--- src/rtl/frame_pair_pkg.sv ---
// frame_pair_pkg: shared state encodings, default width and packed-beat field offsets for the pair stream
package frame_pair_pkg;
  localparam int TDATA_WIDTH_DEF = 24;
  localparam int CUR_LSB = 0;
  localparam int PREV_LSB = TDATA_WIDTH_DEF;
  typedef enum logic {SEEK, STREAM} state_t;
endpackage

--- src/rtl/frame_pair_packer_skid.sv ---
// axis_skid_reg: 2-entry registered skid buffer; s_ready depends only on occupancy
// Ports: clk, rst (sync, active-high); s_data/s_valid/s_ready upstream; m_data/m_valid/m_ready downstream.
module axis_skid_reg #(
  parameter int W = 8
) (
  input  logic         clk,
  input  logic         rst,
  input  logic [W-1:0] s_data,
  input  logic         s_valid,
  output logic         s_ready,
  output logic [W-1:0] m_data,
  output logic         m_valid,
  input  logic         m_ready
);
  logic [W-1:0] skid_data;
  logic         skid_valid;
  logic         push, pop;
  assign s_ready = ~skid_valid;
  assign push = s_valid & s_ready;
  assign pop = m_valid & m_ready;
  always_ff @(posedge clk) begin
    if (rst) begin
      m_valid <= 1'b0;
      skid_valid <= 1'b0;
    end else if (!m_valid || pop) begin
      m_valid <= skid_valid | push;
      if (skid_valid) m_data <= skid_data;
      else if (push) m_data <= s_data;
      skid_valid <= 1'b0;
    end else if (push) begin
      skid_data <= s_data;
      skid_valid <= 1'b1;
    end
  end
endmodule

--- src/rtl/frame_pair_packer.sv ---
// frame_pair_packer: joins current and previous-frame AXIS video into one SOF-aligned pair stream
// Ports: aclk, areset (sync, active-high); s_cur_* and s_prev_* AXIS inputs; m_pair_* joined output
//   (tdata = {prev, cur}); sync_ok high while streaming.
// Optional FRAME_PAIR_STATS_EN adds resync_count (saturating) and frames_paired (wrapping).
module frame_pair_packer
  import frame_pair_pkg::*;
#(
  parameter int TDATA_WIDTH = TDATA_WIDTH_DEF
) (
  input  logic                     aclk,
  input  logic                     areset,
  input  logic [TDATA_WIDTH-1:0]   s_cur_tdata,
  input  logic                     s_cur_tuser,
  input  logic                     s_cur_tlast,
  input  logic                     s_cur_tvalid,
  output logic                     s_cur_tready,
  input  logic [TDATA_WIDTH-1:0]   s_prev_tdata,
  input  logic                     s_prev_tuser,
  input  logic                     s_prev_tlast,
  input  logic                     s_prev_tvalid,
  output logic                     s_prev_tready,
  output logic [2*TDATA_WIDTH-1:0] m_pair_tdata,
  output logic                     m_pair_tuser,
  output logic                     m_pair_tlast,
  output logic                     m_pair_tvalid,
  input  logic                     m_pair_tready,
`ifdef FRAME_PAIR_STATS_EN
  output logic [15:0]              resync_count,
  output logic [15:0]              frames_paired,
`endif
  output logic                     sync_ok
);
  localparam int PW = 2*TDATA_WIDTH + 2;
  state_t          state, state_nx;
  logic            both_v, desync, join_hs, skid_ready, out_valid;
  logic [PW-1:0]   beat, out_beat;
  always_ff @(posedge aclk) state <= areset ? SEEK : state_nx;
  always_comb begin
    both_v = s_cur_tvalid & s_prev_tvalid;
    desync = both_v & ((s_cur_tuser ^ s_prev_tuser) | (s_cur_tlast ^ s_prev_tlast));
    join_hs = ~areset & (state == STREAM) & both_v & ~desync & skid_ready;
    state_nx = (state == SEEK) ? ((both_v & s_cur_tuser & s_prev_tuser) ? STREAM : SEEK)
                               : (desync ? SEEK : STREAM);
    // In SEEK non-SOF beats are dropped and SOF beats wait for the other side
    s_cur_tready = ~areset & ((state == SEEK) ? (s_cur_tvalid & ~s_cur_tuser) : join_hs);
    s_prev_tready = ~areset & ((state == SEEK) ? (s_prev_tvalid & ~s_prev_tuser) : join_hs);
    beat = '0;
    beat[CUR_LSB +: TDATA_WIDTH] = s_cur_tdata;
    beat[CUR_LSB + TDATA_WIDTH +: TDATA_WIDTH] = s_prev_tdata;
    beat[PW-2] = s_cur_tuser;
    beat[PW-1] = s_cur_tlast;
  end
  axis_skid_reg #(.W(PW)) u_skid (
    .clk(aclk),
    .rst(areset),
    .s_data(beat),
    .s_valid(join_hs),
    .s_ready(skid_ready),
    .m_data(out_beat),
    .m_valid(out_valid),
    .m_ready(m_pair_tready)
  );
  assign m_pair_tdata = out_beat[2*TDATA_WIDTH-1:0];
  assign m_pair_tuser = out_beat[PW-2];
  assign m_pair_tlast = out_beat[PW-1];
  assign m_pair_tvalid = out_valid & ~areset;
  assign sync_ok = ~areset & (state == STREAM);
`ifdef FRAME_PAIR_STATS_EN
  always_ff @(posedge aclk) begin
    if (areset) begin
      resync_count <= '0;
      frames_paired <= '0;
    end else begin
      if (state == STREAM && desync && resync_count != 16'hFFFF) resync_count <= resync_count + 16'd1;
      if (m_pair_tvalid && m_pair_tready && m_pair_tuser) frames_paired <= frames_paired + 16'd1;
    end
  end
`endif
endmodule

--- config.mk ---
export PLATFORM = sky130hd
export DESIGN_NAME = frame_pair_packer
export DESIGN_NICKNAME = d
export VERILOG_FILES = /design/src/rtl/frame_pair_pkg.sv /design/src/rtl/frame_pair_packer_skid.sv /design/src/rtl/frame_pair_packer.sv
export SDC_FILE = /design/constraint.sdc
export NUM_CORES = 1
export LEC_CHECK = 0
export BUFFER_PORTS_ARGS = -buffer_cell sky130_fd_sc_hd__buf_2
export CAP_MARGIN = 40
export CORE_MARGIN = 2
export CORE_UTILIZATION = 44
export DETAILED_ROUTE_END_ITERATION = 16
export PLACE_DENSITY_LB_ADDON = 0.08
export SLEW_MARGIN = 20
export SYNTH_ARGS = -nofsm -noshare
export SYNTH_HDL_FRONTEND = slang
export SYNTH_SLANG_ARGS = --single-unit
--- constraint.sdc ---
create_clock -name aclk -period 10.5 [get_ports aclk]
set_clock_uncertainty 0.15 [all_clocks]
set_input_delay 0.525 -clock aclk [delete_from_list [all_inputs] [get_ports aclk]]
set_output_delay 0.525 -clock aclk [all_outputs]
set_load 0.01 [all_outputs]
; Word level (Yosys, flattened, before mapping)
; Cells that the tools add are included.
[totals]
wordCells = 43
reg_bits = 103
[op_classes]
mux = 7
reduce_logical = 6
bitwise_logic = 25
[ops]
columns = cell, count
row1 = two-way mux 50 bit, 2
row2 = bitwise AND 1 bit, 15
row3 = inverter 1 bit, 6
row4 = AND reduction 3 bit, 2
row5 = two-way mux 1 bit, 5
row6 = OR 1 bit, 2
row7 = nonzero test 2 bit, 1
row8 = OR reduction 2 bit, 1
row9 = XOR 1 bit, 2
row10 = logical NOT 1 bit, 1
row11 = logical OR 1 bit, 1

; Longest topological paths before layout
; Gate-level depths: netlist of run 1.
[logic_depth]
ltp_word = 9
ltp_mapped = 4
depth_no_buf = 3

; Hierarchy
; From an unflattened synthesis of run 1, not the netlist that was laid out.
[hier_totals]
hier_cells = 183
area_unflattened_um2 = 4091.4
[by_module_without_submodules]
columns = module, cells_per_inst, area_each_um2, n_inst
row1 = axis_skid_reg, 166, 3952.5, 1
row2 = frame_pair_packer, 17, 138.9, 1

; Worst setup path before layout of run 1
; Ideal clock, no wire load.
[synth_timing]
path_kind = input to register
from = input port m_pair_tready
to = register u_skid.skid_data[0], enable pin
slack_ps = 5521
arrival_time_ps = 4309
stages = 3
path_buffers = 0
required_time_ps = 9831
path_cell_list = nand2b_1 or2_1 nor3_1
[synth_via]
elab_chain_len = 4
[synth_rtl]
columns = item, line_no
row1 = start: declaration, frame_pair_packer.sv:26  ; input logic m_pair_tready,
row2 = bitwise AND 1 bit, frame_pair_packer_skid.sv:20  ; assign pop = m_valid & m_ready;
row3 = logical OR 1 bit, frame_pair_packer_skid.sv:25  ; end else if (!m_valid || pop) begin
row4 = inverter 1 bit (no line), -
row5 = AND reduction 3 bit (no line), -
row6 = end signal: assignment, frame_pair_packer_skid.sv:31  ; skid_data <= s_data;
row7 = end: declaration, frame_pair_packer_skid.sv:15  ; logic [W-1:0] skid_data;
; Every way passes these cells.
; A chain may end at the register's enable or synchronous reset.

; Worst setup path in the final report of run 1
[layout_timing]
from = register u_skid.skid_valid
to = register u_skid.m_data[6], enable pin
[layout_via]
elab_chain_len = 5
[layout_rtl]
columns = item, line_no
row1 = start: declaration, frame_pair_packer_skid.sv:16  ; logic skid_valid;
row2 = start signal: assignment, frame_pair_packer_skid.sv:24  ; skid_valid <= 1'b0;
row3 = start signal: assignment, frame_pair_packer_skid.sv:29  ; skid_valid <= 1'b0;
row4 = start signal: assignment, frame_pair_packer_skid.sv:32  ; skid_valid <= 1'b1;
row5 = inverter 1 bit, frame_pair_packer_skid.sv:18  ; assign s_ready = ~skid_valid;
row6 = bitwise AND 1 bit, frame_pair_packer.sv:41  ; join_hs = ~areset & (state == STREAM) & both_v & ~desync & skid_ready;
row7 = bitwise AND 1 bit, frame_pair_packer_skid.sv:19  ; assign push = s_valid & s_ready;
row8 = nonzero test 2 bit (no line) *, -
row9 = AND reduction 3 bit (no line) *, -
row10 = end signal: assignment, frame_pair_packer_skid.sv:27  ; if (skid_valid) m_data <= skid_data;
row11 = end signal: assignment, frame_pair_packer_skid.sv:28  ; else if (push) m_data <= s_data;
row12 = end: declaration, frame_pair_packer_skid.sv:11  ; output logic [W-1:0] m_data,
; Mark *: on every way between the ends. The rest lies on a longest branch, timed or not.

==> impl_metrics.csv, run 1 <==
group,metric,value,unit
run_status,status,"complete, no violations",
die,die_w,97.09,µm
clock_tree,cts_sinks,103,
worst_setup_path,crit_required,10.34,ns
flow_run,max_cap_viol_count,0,
sta,slew_viol_final,0,
clock_tree,cts_buffers,9,
final_layout,syn2layout_area_growth,23.79,%
synth,ys_ff_latch,103,
final_layout,final_nets,355,
global_routing,antenna_found_initial,0,
sta,hold_viol,0,
pwr,leakagePower,1.713,nW
worst_setup_path,cp.arrival,2.16,ns
sta,tns,0,ns
synth,seq_area_frac_synth,0.8034,
place,port_buffers,110,
routing,drc,0,
routing,drt-initial-drc-count,70,
routing,drtPass1Iterations,4,
global_routing,grt_pass1_wl,10490,µm
die,placementRows,33,
clock_tree,cts.path.max_buffers,2,
place,place_congestion,0.7828,
pwr,p_int,622.7,µW
global_routing,grt-ovfl-total,0,
routing,drt_wl_total,6581,µm
worst_setup_path,reg2reg_slack,8.19,ns
synth,ys_types,20,
pwr,power.density,161.6,nW/µm²
pwr,switching_power,139.9,µW
synth,yosysWarnings,0,
routing,routedWlPerCell,16.21,µm
die,io-pin-count,111,
final_layout,multi_input_area,720.7,µm²
clock_tree,holdBufCountCts,0,
worst_setup_path,critPathMaxFanout,51,
global_routing,grt_pass1_vias,2066,
clock_tree,cts-root-buf,"clkbuf_8",
sta,rsz0062_at_grt,"false",
clock_tree,htreeDepth,3,
clock_tree,cts_setup_buffers,0,
sta,slew_headroom,0.5456,
worst_setup_path,crit_top_cell,"buf_4",
global_routing,grt_max_degree,52,
sta,fmax,432.7,MHz
die,core_area,8299,µm²
synth,syn_area_per_cell,21.06,µm²
synth,synth_cells,181,
worst_setup_path,cp_top_family,"buffers and inverters",
place,hpwl,4159,µm
worst_setup_path,path_cells,"buf_4 -> a31oi_1 -> nor2_4 -> buf_4",
die,initial_core_util,0.4594,
worst_setup_path,critical_path_class,"register to register",
worst_setup_path,critPathBufInv,2,
pwr,pwr-share-seq,0.590,
worst_setup_path,crit_path_end_kind,"register",
pwr,p_comb_frac,0.036,
sta,finalSetupViolations,0,
clock_tree,cts_tree,"done",
worst_setup_path,cp_slowest_cell,"buf_4",
min_path,hp-class,"input pin to register",
final_layout,antenna_cells,0,
final_layout,fillers,679,
pwr,p_sw_frac,0.1835,
sta,fin_ws,8.189,ns
synth,syn-cell-area,3812,µm²
clock_tree,clk_latency,0.35,ns
pwr,ir_drop,0.00008835,V
clock_tree,cts_resized,0,
routing,num_vias,2009,
place,pre_cts_ws,7.832,ns
routing,antenna_left,0,
worst_setup_path,cpPeakStageDelay,0.55,ns
routing,viasPerCell,4.948,
pwr,clock_power_share,0.374,
clock_tree,clkTransAtPathRegs,0.10,ns
final_layout,seq_area,3064,µm²
die,fp.dieH,97.09,µm
final_layout,drive_above_1_share,0.5980,
synth,synthesis.nets,238,
global_routing,grt_use_total,0.1436,
sta,worst_pin_slew,0.6815,ns
worst_setup_path,cp-start-kind,"register",
sta,min_period_over_period,0.2201,
die,die_area,9426,µm²
sta,min_period,2.311,ns
[routing by layer]
| layer | up-vias | track usage | share of wire |
|---|---|---|---|
| li1 | 952 | - | - |
| met1 | 975 | 0.1872 | 0.45 |
| met2 | 70 | 0.2233 | 0.47 |
| met3 | 12 | 0.05108 | 0.063 |
| met4 | 0 | 0.05309 | 0.019 |
| met5 | - | 0 | 0 |
[per-stage QoR]
step | utilization | hold slack (ns) | std cells | cell area (µm²) | total power [mW]
final | 0.5687 | 0.1976 | 406 | 4720 | 0.7627
after global placement | 0.5409 | 0.3621 | 392 | 4489 | 0.4861
after floorplan | - | 0.3274 | 181 | 3812 | 0.4717
after global routing | 0.5687 | 0.1739 | 406 | 4720 | 0.7901
after CTS | 0.5687 | 0.1875 | 406 | 4720 | 0.7699
after detailed placement | 0.5409 | 0.3631 | 392 | 4489 | 0.4871
[sequential cells by signal (all words and copies together) (netlist names)]
signal / flops
state: 1
u_skid.m_data: 50
u_skid.m_valid: 1
u_skid.skid_valid: 1
u_skid.skid_data: 50
[synthesized netlist by cell type]
master    number  area share
or2_1          1      0.0016
nor2_1         2      0.0020
dfxtp_1        3       0.016
nand4b_1       1      0.0023
xnor2_1        2      0.0046
a21oi_1        1      0.0013
buf_2          6      0.0079
a211oi_1       1      0.0020
nor3_1         1      0.0013
a41oi_1        1      0.0023
or4b_1         2      0.0053
a31oi_1        1      0.0016
nand2b_1       2      0.0033
mux2_2        50        0.15
edfxtp_1     100        0.79
nand2_1        1     0.00098
and2b_1        2      0.0039
buf_6          1      0.0030
o31ai_1        2      0.0039
and3_1         1      0.0016
[final timing paths]
kind / startpoint / end / cells past startpoint
worst max register to register: u_skid.skid_valid / u_skid.m_data[6] / 4
worst min register to register: u_skid.m_valid / u_skid.m_valid / 2
worst max-delay path: u_skid.skid_valid / u_skid.m_data[6] / 4
worst min-delay path: s_prev_tdata[9] / u_skid.skid_data[33] / 1
[area by class of cell]
class                           count  share of cell area
Clock buffer                        9             0.02625
Clock inverter                      5             0.02253
Multi-Input combinational cell     71              0.1527
Sequential cell                   103              0.6493
Tap cell                          105             0.02784
Timing Repair Buffer              113              0.1214
[power by group through the flow]
stage	logic (mW)	registers [mW]	clock network, mW
2_1_floorplan	0.0117	0.460	0
3_3_place_gp	0.0263	0.460	0
3_5_place_dp	0.0273	0.460	0
4_1_cts	0.0275	0.450	0.292
5_1_grt	0.0302	0.450	0.309
6_report	0.0272	0.450	0.285
[placed cells by master, fill, tap and decap left out, drive strengths merged, types with 2 or more instances in the layout]
| cell | synthesis | final |
|---|---|---|
| nor2 | 2 | 2 |
| buf | 7 | 113 |
| xnor2 | 2 | 2 |
| mux2 | 50 | 50 |
| and2b | 2 | 2 |
| dfxtp | 3 | 3 |
| edfxtp | 100 | 100 |
| nand2b | 2 | 2 |
| or4b | 2 | 2 |
| bufinv | 0 | 3 |
| clkbuf | 0 | 9 |
| o31ai | 2 | 2 |
[logic make-up (layout without fill, tap and decap cells)]
family,Yosys count,count (layout),share of synthesized area
buffers and inverters,7,127,0.01083
xor gates and xnor gates,2,2,0.004596
AOI/OAI and AO/OA,6,6,0.01116
and+or+nand+nor,13,13,0.02232
DFF,103,103,0.8034
muxes,50,50,0.1477
Note: power is estimated with default switching activity, not from simulation.
==> inputs of run 2 (changes only) <==
clock period = 2 ns   (was 10.5 ns; I/O delays follow)
==> run 2 against run 1 <==
  * Via count rose by 12%
  * Clock power rose to 4.5 times the previous value
  * Register-to-register slack got worse by 8.1 ns
  * Sequential share of layout area fell by 7.0 points
  * Critical path depth rose by 2
  * Largest cell class unchanged
  * Wire length rose by 10%
  * First-iteration DRC count rose by 39%
  * Worst setup slack got worse by 8.1 ns
  * Sequential power rose to 5.2 times the previous value
  * Largest power group unchanged
  * Die area did not move
  * Critical path type is now input pin to register
==> impl_metrics.csv, run 2 (synthesis gave the netlist of run 1 again) <==
group,metric,value,unit
run_status,status,"complete, no violations",
sta,worst_pin_slew,0.4356,ns
sta,min_period,1.960,ns
global_routing,grt_max_degree,35,
sta,worst_hold_slack,0.08572,ns
routing,num_vias,2246,
worst_setup_path,critical_path_class,"input pin to register",
place,place_inst,395,
place,postPlaceCellArea,4543,µm²
pwr,power.total,3.872,mW
final_layout,drive_above_1_share,0.5125,
clock_tree,htreeDepth,3,
worst_setup_path,cp_slowest_cell,"dlygate4sd3_1",
final_layout,final_cell_mix,"110 x buf_2, 100 x edfxtp_1, 55 x dlygate4sd3_1",
sta,fin_ws,0.03979,ns
worst_setup_path,cpPeakStageDelay,0.57,ns
die,die_w,97.09,µm
clock_tree,cts-root-buf,"clkbuf_8",
die,io-pin-count,111,
worst_setup_path,crit_path_end_kind,"register",
min_path,min_delay_path_depth,4,
final_layout,multi_input_area,726.9,µm²
place,pre_cts_ws,0.3241,ns
place,place_congestion,0.7107,
routing,drt_wl_total,7258,µm
routing,viasPerCell,4.820,
worst_setup_path,cp_top_family,"buffers and inverters",
pwr,leakagePower,1.957,nW
pwr,ir_drop,0.0003956,V
routing,routedWlPerCell,15.58,µm
sta,fmax,510.2,MHz
die,placementRows,33,
worst_setup_path,path_cells,"dlygate4sd3_1 -> buf_2 -> and3_1 -> a31oi_1 -> a21oi_1 -> dlygate4sd3_1",
routing,antenna_left,0,
final_layout,antenna_cells,0,
worst_setup_path,r2r_end,"u_skid.m_valid",
final_layout,largest_registers,"u_skid.m_data (50), u_skid.skid_data (50)",
global_routing,grt-ovfl-total,0,
die,die_area,9426,µm²
worst_setup_path,rr_worst_depth,4,
clock_tree,clk_latency,0.35,ns
final_layout,design_area,5289,µm²
worst_setup_path,critPathBufInv,3,
final_layout,fin_cells,466,
worst_setup_path,r2r-start,"state",
sta,slew_headroom,0.7082,
worst_setup_path,cp.arrival,2.05,ns
place,port_buffers,110,
global_routing,grt_use_total,0.1566,
clock_tree,clkTransAtPathRegs,0.08,ns
place,hpwl,4511,µm
global_routing,grt_pass1_wl,11510,µm
worst_setup_path,crit_top_cell,"dlygate4sd3_1",
clock_tree,cts_sinks,103,
final_layout,fillers,639,
routing,drtPass1Iterations,4,
sta,min_period_over_period,0.9801,
clock_tree,cts_tree,"done",
global_routing,grt_pass1_vias,2320,
final_layout,syn2layout_area_growth,38.73,%
clock_tree,cts.path.max_buffers,2,
pwr,power.density,732.1,nW/µm²
min_path,hold_start,"m_pair_tready",
die,core_area,8299,µm²
final_layout,seq_area,3064,µm²
final_layout,layout_commonest_cell,"buf_2",
clock_tree,cts_setup_buffers,0,
worst_setup_path,crit_required,2.09,ns
min_path,hp-class,"input pin to register",
clock_tree,cts_buffers,9,
die,fp.dieH,97.09,µm
routing,drt-initial-drc-count,97,
final_layout,final_nets,413,
worst_setup_path,critPathMaxFanout,4,
flow_run,max_cap_viol_count,0,
min_path,holdPathEnd,"u_skid.skid_valid",
worst_setup_path,cp-start-kind,"input pin",
sta,slew_viol_final,0,
sta,finalSetupViolations,0,
worst_setup_path,reg2reg_slack,0.12,ns
global_routing,antenna_found_initial,0,
routing,drc,0,
die,initial_core_util,0.4594,
sta,rsz0062_at_grt,"true",
sta,hold_viol,0,
[run 2: cell count changes in the layout (fill, tap and decap cells not counted), moves of 2 or more]
cell,before,now
buf_12,0,2
bufinv_16,3,1
dlygate4sd3_1,0,55
clkinvlp_4,1,3
clkinv_2,0,2
[run 2: layout make-up]
class,count,share of cell area
Sequential cell,103,0.5794
Tap cell,105,0.02484
Timing Repair Buffer,171,0.2214
Clock inverter,7,0.01348
Multi-Input combinational cell,71,0.1374
Clock buffer,9,0.02342
[run 2: worst max-delay path by stage]
stage	start	endpoint	slack, ns	cells past startpoint
floorplan	u_skid.skid_valid	u_skid.skid_data[0]	-0.47	3
global placement	state	u_skid.m_data[35]	0.33	4
detailed placement	state	u_skid.m_data[35]	0.32	4
CTS	s_cur_tvalid	u_skid.m_valid	0.1	6
global route	s_cur_tvalid	u_skid.m_valid	-0.009	6
finish	s_cur_tvalid	u_skid.m_valid	0.04	6
[run 2: metrics by stage]
step                      utilization  setup TNS, ns
after global routing           0.6373      -0.008912
after detailed placement       0.5474              0
after CTS                      0.6373              0
after global placement         0.5474              0
after floorplan                     -         -26.65
final                          0.6373              0
[run 2: where the power goes]
part | switching [mW] | internal (mW)
sequential | 0.00138 | 2.36
combinational | 0.0744 | 0.153
clock | 0.701 | 0.579
total | 0.777 | 3.09
[run 2: timing repair]
action	4_1_cts	5_1_grt
setup endpoints to repair	0	1
hold buffers	55	0
resized for setup	0	0
hold endpoints to repair	102	0
[run 2: metal layers]
layer / part of all wire / up-vias / routed length, µm / global-route usage
li1: - / 1071 / - / -
met1: 0.46 / 1100 / 3322 / 0.2142
met2: 0.48 / 71 / 3501 / 0.2452
met3: 0.053 / 4 / 383 / 0.04245
met4: 0.0070 / 0 / 51 / 0.05200
met5: 0 / - / 0 / 0
[run 2: tightest hold or removal path: stages]
cell      delay (ns)
buf_2           0.07
nand2b_1        0.13
or2_1           0.18
nor2_1          0.06
==> inputs of run 3 (changes only) <==
ABC_AREA = 1   (was not set)
==> run 3 against run 2 <==
  * Wire length rose by 5.0%
  * Clock power barely moved
  * Clock-buffer cell count rose by 1
  * Largest cell class unchanged
==> impl_metrics.csv, run 3 <==
group,metric,value,unit
clock_tree,cts.path.max_buffers,2,
synth,syn_area_per_cell,12.89,µm²
clock_tree,cts_buffers,9,
worst_setup_path,cpPeakStageDelay,0.53,ns
sta,finalSetupViolations,0,
synth,synth-simple-area-share,0.1764,
die,die_area,9585,µm²
global_routing,antenna_found_initial,0,
final_layout,layout_commonest_cell,"nand2_1",
global_routing,grt_use_total,0.1662,
routing,viasPerCell,4.479,
synth,yosysMostFrequentCell,"nand2_1",
synth,muxShareOfSynthArea,0,
routing,num_vias,2629,
synth,synth_top_cell_area_share,0.7739,
die,io-pin-count,111,
run_status,status,"complete, no violations",
synth,synth_common_cells,"163 x nand2_1, 100 x edfxtp_1, 11 x buf_2",
clock_tree,cts-root-buf,"clkbuf_8",
sta,min_period_over_period,0.8952,
place,place_congestion,0.7598,
final_layout,post-route-util,0.6204,
flow_run,max_cap_viol_count,0,
synth,synthXorXnorAreaFrac,0.004192,
sta,fmax,558.5,MHz
routing,drt_wl_total,7623,µm
synth,ys_types,18,
worst_setup_path,cp-start-kind,"input pin",
pwr,ir_drop,0.0003799,V
synth,ys_ff_latch,103,
global_routing,grt_pass1_wl,12230,µm
place,postPlaceCellArea,4598,µm²
die,placementRows,34,
clock_tree,clkTransAtPathRegs,0.09,ns
final_layout,final_nets,531,
place,port_buffers,110,
routing,routedWlPerCell,12.99,µm
synth,synthesis.nets,358,
routing,antenna_left,0,
sta,min_period,1.790,ns
global_routing,grt_max_degree,52,
pwr,power.density,717.0,nW/µm²
final_layout,final_cell_mix,"162 x nand2_1, 110 x buf_2, 100 x edfxtp_1",
clock_tree,htreeDepth,3,
final_layout,syn2layout_area_growth,38.08,%
worst_setup_path,critical_path_class,"input pin to register",
final_layout,largest_registers,"u_skid.m_data (50), u_skid.skid_data (50)",
routing,drtPass1Iterations,4,
clock_tree,cts_tree,"done",
sta,worst_pin_slew,0.5225,ns
synth,synthArstFlopShare,0,
synth,synthAdderAreaFrac,0,
sta,slew_viol_final,0,
synth,synth_top_family_by_area,"simple AND/OR/NAND/NOR gates",
worst_setup_path,critPathMaxFanout,15,
final_layout,fillers,717,
synth,synthFlopType,"edfxtp_1",
synth,synth_compound_area_frac,0.007739,
synth,synth-edff-count,100,
routing,drc,0,
global_routing,grt-ovfl-total,0,
synth,yosysWarnings,0,
sta,slew_headroom,0.6517,
worst_setup_path,path_cells,"dlygate4sd3_1 -> buf_2 -> inv_2 -> nand2_2 -> nor2_4 -> nand3_2 -> nand2_1 -> nand2_2 -> nor2_4 -> buf_4",
clock_tree,cts_setup_buffers,0,
die,die_w,97.91,µm
final_layout,design_area,5358,µm²
synth,syn-cell-area,3880,µm²
sta,hold_viol,0,
worst_setup_path,crit_path_end_kind,"register",
die,fp.dieH,97.91,µm
synth,seq_area_frac_synth,0.7894,
synth,synth_cells,301,
clock_tree,cts_sinks,103,
worst_setup_path,crit_required,1.90,ns
synth,yosys.area.top_type,"edfxtp_1",
final_layout,antenna_cells,0,
die,initial_core_util,0.4493,
place,hpwl,4769,µm
worst_setup_path,cp.arrival,1.69,ns
min_path,hp-class,"input pin to register",
worst_setup_path,cp_slowest_cell,"dlygate4sd3_1",
pwr,leakagePower,2.247,nW
global_routing,grt_pass1_vias,2598,
sta,rsz0062_at_grt,"false",
die,core_area,8636,µm²
final_layout,drive_above_1_share,0.3027,
clock_tree,cts_resized,0,
clock_tree,clk_latency,0.35,ns
routing,drt-initial-drc-count,84,
synth,synth.area.top_cells,"edfxtp_1 77%, nand2_1 16%, dfxtp_1 1.5%",
[run 3: routing by layer]
metal	routed length (µm)	global-route usage	vias to the layer above
met1	3415	0.2140	1189
met3	423	0.05011	15
met4	188	0.07479	0
li1	-	-	1348
met5	0	0	-
met2	3596	0.2619	77
[run 3: worst paths after layout]
kind,from,slack [ns],cells past startpoint,end
worst min register to register,u_skid.skid_data[24],0.37,2,u_skid.m_data[24]
worst max-delay path,areset,0.21,10,u_skid.m_data[38]
worst max register to register,state,0.37,7,u_skid.m_data[38]
worst min-delay path,s_prev_tuser,0.05,6,state
[run 3: what timing repair did]
action | CTS | global route
endpoints found under the hold margin | 103 | 0
hold buffers | 57 | 0
setup endpoints to repair | 0 | 0
[run 3: cell families after synthesis]
| group | count (synthesis) |
|---|---|
| flip-flops | 103 |
| AO/OA/AOI/OAI | 6 |
| buffers and inverters | 18 |
| AND/OR/NAND/NOR | 173 |
| XOR/XNOR | 1 |
[run 3: per-stage QoR]
stage | hold slack [ns] | power (mW) | setup slack [ns] | TNS [ns] | cells
after floorplan | 0.04887 | 2.473 | -0.04232 | -2.116 | 301
after global placement | 0.1421 | 2.558 | 0.3948 | 0 | 514
after detailed placement | 0.1449 | 2.561 | 0.3580 | 0 | 514
after CTS | 0.02645 | 3.890 | 0.2106 | 0 | 587
after global routing | 0.09232 | 4.010 | 0.1153 | 0 | 587
final | 0.05007 | 3.842 | 0.2095 | 0 | 587
[run 3: area by class of cell]
cell class | instances | area (µm²) | area share
Clock buffer | 10 | 127.6 | 0.02382
Clock inverter | 6 | 61.31 | 0.01144
Inverter | 7 | 31.28 | 0.005838
Multi-Input combinational cell | 180 | 745.7 | 0.1392
Sequential cell | 103 | 3065 | 0.5722
Tap cell | 108 | 135.1 | 0.02522
Timing Repair Buffer | 173 | 1191 | 0.2223
[run 3: where the power goes]
group	leakage (nW)	total [mW]	switching [mW]	internal [mW]
registers	0.924	2.36	0.000960	2.36
logic	1.23	0.230	0.0909	0.139
clock network	0.0960	1.25	0.673	0.575
[run 3: worst max-delay path, delay by kind of cell]
family / cells / cell delay, ns
buf+inv: 4 / 1.01
simple gates: 6 / 0.56
